File: src/rtl/spi_tick.sv
// Half-period strobe for SPI timing: tick is high on every CLKDIV-th cycle after clr drops.
module spi_tick #(
    parameter int unsigned CLKDIV = 2
) (
    input  logic clk,
    input  logic rst_n,
    input  logic clr,
    output logic tick
);

    localparam int unsigned CW = (CLKDIV > 1) ? $clog2(CLKDIV + 1) : 1;
    localparam logic [CW-1:0] DivLast = CW'(CLKDIV - 1);

    logic [CW-1:0] divcnt_q;

    assign tick = (divcnt_q == DivLast);

    always_ff @(posedge clk or negedge rst_n) begin
        if (!rst_n) begin
            divcnt_q <= '0;
        end else if (clr || tick) begin
            divcnt_q <= '0;
        end else begin
            divcnt_q <= divcnt_q + CW'(1);
        end
    end

endmodule

File: src/rtl/spi_word_xfer.sv
// SPI mode-0 master: pops one word per frame from a tx fifo, shifts it out MSB-first
// while shifting miso in, and writes the received word to an rx fifo.
module spi_word_xfer #(
    parameter int unsigned WIDTH  = 16,
    parameter int unsigned CLKDIV = 2,
    parameter int unsigned GAP    = 2
) (
    input  logic             clk,
    input  logic             rst_n,
    input  logic [WIDTH-1:0] d,
    input  logic             empty,
    output logic             rd,
    output logic [WIDTH-1:0] rxd,
    output logic             rxwr,
    input  logic             rxfull,
    output logic             sclk,
    output logic             mosi,
    input  logic             miso,
    output logic             ss_n,
    output logic             busy
);

    typedef enum logic [2:0] {StIdle, StSetup, StHigh, StLow, StGap} state_e;

    localparam int unsigned BW = $clog2(WIDTH + 1);
    localparam int unsigned GW = (GAP > 1) ? $clog2(GAP + 1) : 1;
    localparam logic [BW-1:0] BitsAll = BW'(WIDTH);
    localparam logic [GW-1:0] GapLast = GW'(GAP - 1);

    state_e           state_q, state_d;
    logic [WIDTH-1:0] tx_q, tx_d;
    logic [WIDTH-1:0] rx_q, rx_d;
    logic [BW-1:0]    bitcnt_q, bitcnt_d;
    logic [GW-1:0]    gapcnt_q, gapcnt_d;
    logic [WIDTH-1:0] rxd_d;
    logic             ss_n_d, sclk_d, mosi_d, rd_d, rxwr_d, busy_d;
    logic             clr, tick;

    spi_tick #(
        .CLKDIV (CLKDIV)
    ) u_tick (
        .clk   (clk),
        .rst_n (rst_n),
        .clr   (clr),
        .tick  (tick)
    );

    always_comb begin
        state_d  = state_q;
        tx_d     = tx_q;
        rx_d     = rx_q;
        bitcnt_d = bitcnt_q;
        gapcnt_d = gapcnt_q;
        ss_n_d   = ss_n;
        sclk_d   = sclk;
        mosi_d   = mosi;
        rd_d     = 1'b0;
        rxwr_d   = 1'b0;
        rxd_d    = rxd;
        clr      = 1'b0;

        case (state_q)
            StIdle: begin
                clr = 1'b1;
                if (!empty && !rxfull) begin
                    tx_d     = d;
                    rd_d     = 1'b1;
                    ss_n_d   = 1'b0;
                    mosi_d   = d[WIDTH-1];
                    bitcnt_d = '0;
                    state_d  = StSetup;
                end
            end
            StSetup: begin
                if (tick) begin
                    sclk_d   = 1'b1;
                    rx_d     = {rx_q[WIDTH-2:0], miso};
                    bitcnt_d = bitcnt_q + BW'(1);
                    state_d  = StHigh;
                end
            end
            StHigh: begin
                if (tick) begin
                    sclk_d  = 1'b0;
                    state_d = StLow;
                    // Leave mosi on the last bit once all rising edges are done.
                    if (bitcnt_q < BitsAll) begin
                        tx_d   = tx_q << 1;
                        mosi_d = tx_q[WIDTH-2];
                    end
                end
            end
            StLow: begin
                if (tick) begin
                    if (bitcnt_q < BitsAll) begin
                        sclk_d   = 1'b1;
                        rx_d     = {rx_q[WIDTH-2:0], miso};
                        bitcnt_d = bitcnt_q + BW'(1);
                        state_d  = StHigh;
                    end else begin
                        ss_n_d   = 1'b1;
                        rxwr_d   = 1'b1;
                        rxd_d    = rx_q;
                        mosi_d   = 1'b0;
                        gapcnt_d = '0;
                        state_d  = StGap;
                    end
                end
            end
            StGap: begin
                clr = 1'b1;
                if (gapcnt_q == GapLast) begin
                    state_d = StIdle;
                end else begin
                    gapcnt_d = gapcnt_q + GW'(1);
                end
            end
            default: begin
                state_d = StIdle;
            end
        endcase

        busy_d = (state_d != StIdle);
    end

    always_ff @(posedge clk or negedge rst_n) begin
        if (!rst_n) begin
            state_q  <= StIdle;
            tx_q     <= '0;
            rx_q     <= '0;
            bitcnt_q <= '0;
            gapcnt_q <= '0;
            ss_n     <= 1'b1;
            sclk     <= 1'b0;
            mosi     <= 1'b0;
            rd       <= 1'b0;
            rxwr     <= 1'b0;
            rxd      <= '0;
            busy     <= 1'b0;
        end else begin
            state_q  <= state_d;
            tx_q     <= tx_d;
            rx_q     <= rx_d;
            bitcnt_q <= bitcnt_d;
            gapcnt_q <= gapcnt_d;
            ss_n     <= ss_n_d;
            sclk     <= sclk_d;
            mosi     <= mosi_d;
            rd       <= rd_d;
            rxwr     <= rxwr_d;
            rxd      <= rxd_d;
            busy     <= busy_d;
        end
    end

endmodule

File: config.mk
export PLATFORM = sky130hd
export DESIGN_NAME = spi_word_xfer
export DESIGN_NICKNAME = d
export VERILOG_FILES = /design/src/rtl/spi_tick.sv /design/src/rtl/spi_word_xfer.sv
export SDC_FILE = /design/constraint.sdc
export NUM_CORES = 1
export LEC_CHECK = 0
export ABC_AREA = 0
export CORE_ASPECT_RATIO = 0.6
export CORE_MARGIN = 8
export CORE_UTILIZATION = 53
export CTS_CLUSTER_DIAMETER = 40
export CTS_CLUSTER_SIZE = 12
export DETAILED_ROUTE_END_ITERATION = 6
export PLACE_DENSITY = 0.85
export SETUP_SLACK_MARGIN = 0.4
export SLEW_MARGIN = 0
export SYNTH_ARGS = -nofsm -noshare
export SYNTH_HDL_FRONTEND = slang
export SYNTH_SLANG_ARGS = --single-unit
File: constraint.sdc
create_clock -name clk -period 2.3 [get_ports clk]
set_clock_uncertainty 0.2 [all_clocks]
set_input_delay 0.46 -clock clk [delete_from_list [all_inputs] [get_ports clk]]
set_output_delay 0.46 -clock clk [all_outputs]
set_load 0.005 [all_outputs]
==> impl_metrics.env, run 1 <==
export IMPL_synth_area_per_cell_um2=12.6
export IMPL_grt_pass1_wl_um=10900
export IMPL_final_area_um2=3780
export IMPL_end_kind="flip-flop"
export IMPL_dp_hpwl_um=4260
export IMPL_drtPass1Iterations=4
export IMPL_gp_congestion=0.798
export IMPL_synthAdderAreaFrac_pct=1.73
export IMPL_cts_buffers=9
export IMPL_area_growth_pct=30.8
export IMPL_muxShareOfSynthArea_pct=14.0
export IMPL_powerDensity_nw_per_um2=1220
export IMPL_multi_input_area_um2=1210
export IMPL_fillers=334
export IMPL_rsz0062_at_grt="true"
export IMPL_vias=2095
export IMPL_tightest_slew_ns=0.497
export IMPL_wirelength_um=6540
export IMPL_clk_root_buffer_cell="clkbuf_8"
export IMPL_row_count=20
export IMPL_met2_length_um=3090
export IMPL_syn_cell_area_um2=2890
export IMPL_grt_usage_pct=16.6
export IMPL_wl_met3_um=463
export IMPL_syn_num_nets=255
export IMPL_ys_seq_area_share_pct=56.4
export IMPL_slew_headroom_pct=66.9
export IMPL_io_buffers=42
export IMPL_overflow=0
export IMPL_die_h_um=73.2
export IMPL_tns_ns=0
export IMPL_die_area_um2=8140
export IMPL_num_antenna_cells=0
export IMPL_synth_top_family_by_area="multiplexers"
export IMPL_synth_simple_area_share_pct=11.4
export IMPL_fp_dieW_um=111
export IMPL_start_kind="flip-flop"
export IMPL_period_share_pct=81.6
export IMPL_synth_xor_area_share_pct=0
export IMPL_pin_count=43
export IMPL_synth_distinct_cells=40
export IMPL_cts_buffer_depth=2
export IMPL_post_dp_cell_area_um2=3410
export IMPL_hold_class="flip-flop to flip-flop"
export IMPL_final_common_cell="dfrtp_1"
export IMPL_required_ns=2.32
export IMPL_cts_sinks=65
export IMPL_critPathMaxFanout=18
export IMPL_wl_per_cell_um=18.1
export IMPL_first_iter_violations=140
export IMPL_grt_pass1_vias=2152
export IMPL_timing_fmax_mhz=533
export IMPL_setup_violations_final=0
export IMPL_antenna_found_initial=0
export IMPL_grt_max_degree=46
export IMPL_period_minus_slack_ns=1.88
export IMPL_slew_violations=0
export IMPL_worstRegToRegCells=4
export IMPL_final_cell_mix="dfrtp_1, mux2_2, clkdlybuf4s50_1"
export IMPL_ant_nets=0
export IMPL_crit_type="flip-flop to flip-flop"
export IMPL_core_area_um2=5150
export IMPL_regArea_um2=1630
export IMPL_drcViolationCount=0
export IMPL_ys_ff_latch=65
export IMPL_hold_viol_final=0
export IMPL_status="finished, final reports clean"
export IMPL_leakagePower_uw=0.00190
export IMPL_postLayoutCoreUtil_pct=73.3
export IMPL_routed_top_layer="met4"
export IMPL_arrival_ns=1.90
export IMPL_nets=315
export IMPL_drive_gt1_share_pct=27.8
export IMPL_cts_htree_levels=3
export IMPL_cap_violations=0
export IMPL_synthCells=230
export IMPL_initial_utilization_pct=56.0
export IMPL_cts_tree="yes"
export IMPL_min_path_cells=1
export IMPL_synth_compound_area_share_pct=13.2
export IMPL_worstSkewPairLatency_ns=0.34
export IMPL_drt_met1_wl_um=2900
export IMPL_via_per_inst=5.80
export IMPL_yosysWarnings=0
export IMPL_path_clk_slew_ns=0.07
export IMPL_peakVddDrop_uv=642
## path summary, 6_finish.rpt
kind / slack, ns / from / endpoint
worst max-delay path: 0.42 / state_q[2] / rx_q[2]
worst min-delay path: 0.29 / rx_q[15] / rx_q[15]
worst min register to register: 0.29 / rx_q[15] / rx_q[15]
worst max register to register: 0.42 / state_q[2] / rx_q[2]
max in group asynchronous: 0.83 / rst_n / ss_n
min in group asynchronous: 0.41 / rst_n / rxd[1]
## per-stage QoR
stage,setup slack [ns],power [µW],hold slack [ns],instances
global route,0.377,4900,0.304,361
detailed placement,0.125,3480,0.252,334
floorplan,0.411,2890,-0.0356,230
finish,0.423,4600,0.285,361
CTS,0.403,4480,0.288,353
global placement,0.163,3380,0.247,334
## cell families after synthesis
kind of cell | after synthesis
AND/OR/NAND/NOR | 56
AO/OA/AOI/OAI | 50
adder cells (fa/ha/maj) | 4
multiplexers | 36
flip-flops | 65
buffers and inverters | 19
## critical path, stage by stage, from the launching register on
cell and delay (ns):
dfrtp_1 0.45, nand2b_2 0.36, a21oi_4 0.21, buf_12 0.18
mux2_2 0.35
## cells in the mapped netlist (all sizes together)
cell      n  area, µm²
a2111o    1       11.3
a21o      2       15.0
a21oi    19        106
a221o     2       20.0
a221oi    1       15.0
a22oi     2       20.0
a32o      1       10.0
a32oi     1       8.76
and3     15       93.8
buf       9       56.3
clkbuf    5       20.0
dfrtp    64       1600
dfstp     1       26.3
ha        4       50.1
inv       5       18.8
mux2     35        394
mux2i     1       10.0
nand2     9       33.8
nand2b    4       25.0
nand3     4       20.0
nand3b    4       30.0
nor2      8       46.3
nor2b     4       25.0
nor3      5       30.0
nor3b     1       12.5
o211ai    1       7.51
o21ai     4       23.8
o22ai     1       12.5
o2bb2ai  14        123
o311ai    1       8.76
or3       2       12.5
## metal layers
layer  GRT usage (%)  up-vias
met5               0        -
met3            7.14       10
met2            25.5       72
li1                -      963
met1            20.9     1050
met4            4.41        0
## registers in the layout, summed over array words and instances, names as in the netlist
register,count
busy,1
bitcnt_q,5
gapcnt_q,2
mosi,1
sclk,1
rd,1
ss_n,1
rx_q,16
tx_q,15
rxd,16
state_q,3
rxwr,1
u_tick.divcnt_q,2
## area by class of cell
cell class / instances / area share [%]
Timing Repair Buffer: 63 / 17.0
Sequential cell: 65 / 43.2
Clock buffer: 13 / 3.94
Clock inverter: 3 / 1.06
Inverter: 5 / 0.497
Multi-Input combinational cell: 146 / 32.1
Tap cell: 66 / 2.19
## report_power, final
| group | total (µW) | internal (µW) | switching, µW |
|---|---|---|---|
| combinational | 1820 | 942 | 879 |
| sequential | 1850 | 1540 | 306 |
| clock | 930 | 528 | 402 |
| total | 4600 | 3010 | 1590 |
## what timing repair did
| item | CTS | global route |
|---|---|---|
| hold buffers | 1 | 0 |
| endpoints found under the hold margin | 20 | 0 |
| pin swaps | 1 | 5 |
| setup buffers | 2 | 8 |
| endpoints found under the setup margin | 54 | 58 |
| resized for setup | 10 | 17 |
No activity file was read; power rests on OpenSTA's default activity.
==> run 2, diff against run 1 <==
--- a/config.mk
+++ b/config.mk
@@ -8,11 +8,11 @@
 export ABC_AREA = 0
 export CORE_ASPECT_RATIO = 0.6
 export CORE_MARGIN = 8
-export CORE_UTILIZATION = 53
+export CORE_UTILIZATION = 48
 export CTS_CLUSTER_DIAMETER = 40
 export CTS_CLUSTER_SIZE = 12
 export DETAILED_ROUTE_END_ITERATION = 6
-export PLACE_DENSITY = 0.85
+export PLACE_DENSITY = 0.82
 export SETUP_SLACK_MARGIN = 0.4
 export SLEW_MARGIN = 0
 export SYNTH_ARGS = -nofsm -noshare
==> constraint.sdc (replaced) <==
create_clock -name clk -period 1.5 [get_ports clk]
set_clock_uncertainty 0.2 [all_clocks]
set_input_delay 0.3 -clock clk [delete_from_list [all_inputs] [get_ports clk]]
set_output_delay 0.3 -clock clk [all_outputs]
set_load 0.005 [all_outputs]
==> run 2 against run 1 <==
Against the previous run:
- the run now ends with hold timing, setup timing left
- maximum frequency rose by 2.4%
- clock power rose by 78%
- setup slack got worse by 0.76 ns
- cell count rose by 15%
- largest cell class unchanged
- largest power group is now combinational cells
==> impl_metrics.env, run 2 (synthesis gave the netlist of run 1 again) <==
export IMPL_timing_fmax_mhz=545
export IMPL_period_minus_slack_ns=1.83
export IMPL_die_area_um2=8840
export IMPL_io_buffers=42
export IMPL_cap_violations=0
export IMPL_cts_tree="yes"
export IMPL_seqPwrFrac_pct=33.3
export IMPL_worstSkewPairLatency_ns=0.35
export IMPL_status="finished, violations left"
export IMPL_reg2reg_from="u_tick.divcnt_q[0]"
export IMPL_power_switching_uw=3060
export IMPL_start_kind="flip-flop"
export IMPL_multi_input_area_um2=1500
export IMPL_hold_viol_final=15
export IMPL_pin_count=43
export IMPL_wl_per_cell_um=20.6
export IMPL_reg2reg_to="tx_q[6]"
export IMPL_hold_class="primary input to async pin"
export IMPL_arrival_ns=1.87
export IMPL_slew_headroom_pct=71.1
export IMPL_grt_pass1_wl_um=13000
export IMPL_cts_sinks=65
export IMPL_nets=353
export IMPL_post_dp_cell_area_um2=3710
export IMPL_core_area_um2=5970
export IMPL_end_kind="flip-flop"
export IMPL_grt_pass1_vias=2412
export IMPL_drive_gt1_share_pct=55.3
export IMPL_crit_type="flip-flop to flip-flop"
export IMPL_wirelength_um=8550
export IMPL_cts_buffers=9
export IMPL_fillers=380
export IMPL_final_cell_mix="dfrtp_1, buf_4, buf_2"
export IMPL_tns_ns=-14.73
export IMPL_leakagePower_uw=0.00200
export IMPL_grt_max_degree=21
export IMPL_final_common_cell="dfrtp_1"
export IMPL_power_internal_uw=5540
export IMPL_power_frac_comb_pct=47.5
export IMPL_fp_dieW_um=116
export IMPL_power_total_uw=8600
export IMPL_overflow=0
export IMPL_period_share_pct=122
export IMPL_die_h_um=76.1
export IMPL_path_clk_slew_ns=0.07
export IMPL_vias=2319
export IMPL_initial_utilization_pct=48.3
export IMPL_tightest_slew_ns=0.434
export IMPL_slew_violations=0
export IMPL_drcViolationCount=0
export IMPL_setup_violations_final=58
export IMPL_num_antenna_cells=0
export IMPL_via_per_inst=5.59
export IMPL_hold_slack_ns=-0.315
export IMPL_cts_htree_levels=3
export IMPL_row_count=22
export IMPL_ant_nets=0
export IMPL_dp_hpwl_um=4760
export IMPL_largestRegisters="rx_q: 16 flops, rxd: 16 flops, tx_q: 15 flops"
export IMPL_antenna_found_initial=0
export IMPL_setup_ws_ns=-0.334
export IMPL_drtPass1Iterations=4
export IMPL_peakVddDrop_uv=1040
export IMPL_regArea_um2=1630
export IMPL_violations="hold timing, setup timing"
export IMPL_cts_buffer_depth=2
export IMPL_first_iter_violations=174
export IMPL_clock_power_share_pct=19.3
export IMPL_required_ns=1.53
export IMPL_sw_frac_of_total_pct=35.6
export IMPL_gp_congestion=0.844
export IMPL_worstRegToRegCells=7
export IMPL_clk_root_buffer_cell="clkbuf_8"
export IMPL_area_growth_pct=49.9
export IMPL_final_area_um2=4330
export IMPL_powerDensity_nw_per_um2=1990
export IMPL_postLayoutCoreUtil_pct=72.5
export IMPL_critPathMaxFanout=7
export IMPL_pre_cts_slack_ns=-0.511
export IMPL_rsz0062_at_grt="true"
export IMPL_r2r_slack_ns=-0.33
export IMPL_grt_usage_pct=19.0
run 2: layout make-up:
cell class	instances	share of cell area [%]
inverter	5	0.434
clock buffer	11	3.50
sequential	65	37.7
timing repair buffer	100	19.8
multi-input combinational	147	34.7
tap	84	2.43
clock inverter	3	1.50
run 2: worst max-delay path, stage by stage (launching register included):
cell and delay (ns):
dfrtp_2 0.44, ha_4 0.20, buf_4 0.14, buf_8 0.12, bufbuf_16 0.26, and3_4 0.15, a21oi_4 0.12, o2bb2ai_2 0.08
run 2: worst max-delay path by stage:
stage | slack (ns) | cells past startpoint | endpoint | from
after CTS | -0.28 | 6 | rx_q[15] | u_tick.divcnt_q[1]
after global routing | -0.39 | 7 | rxd[8] | u_tick.divcnt_q[1]
after floorplan | -0.29 | 5 | rx_q[10] | bitcnt_q[4]
after global placement | -0.49 | 5 | tx_q[0] | empty
after detailed placement | -0.51 | 5 | tx_q[0] | rxfull
final | -0.33 | 7 | tx_q[6] | u_tick.divcnt_q[0]
run 2: power groups by stage:
stage                     sequential (µW)  clock (µW)  combinational [µW]
after floorplan                      2680           0                2010
after global placement               2770           0                2930
after detailed placement             2800           0                3030
after CTS                            2790        1670                3610
after global routing                 2920        1760                4330
final                                2860        1660                4080
run 2: layer usage:
layer	GRT usage [%]	routed length [µm]	vias up
met4	6.18	218	0
met2	28.6	4120	89
met1	24.4	3650	1174
li1	-	-	1035
met5	0	0	-
met3	7.52	559	21
run 2: repair_timing:
item,4_1_cts,5_1_grt
gates cloned,3,1
pin swaps,23,6
endpoints found under the setup margin,87,87
setup buffers,12,5
gates resized for setup,143,24
hold endpoints to repair,14,14
run 2: stage by stage:
step                      instances  hold WS [ns]
final                           415        -0.315
after global routing            415        -0.303
after CTS                       409        -0.319
after detailed placement        380        0.0591
after global placement          380        0.0569
after floorplan                 230        -0.196
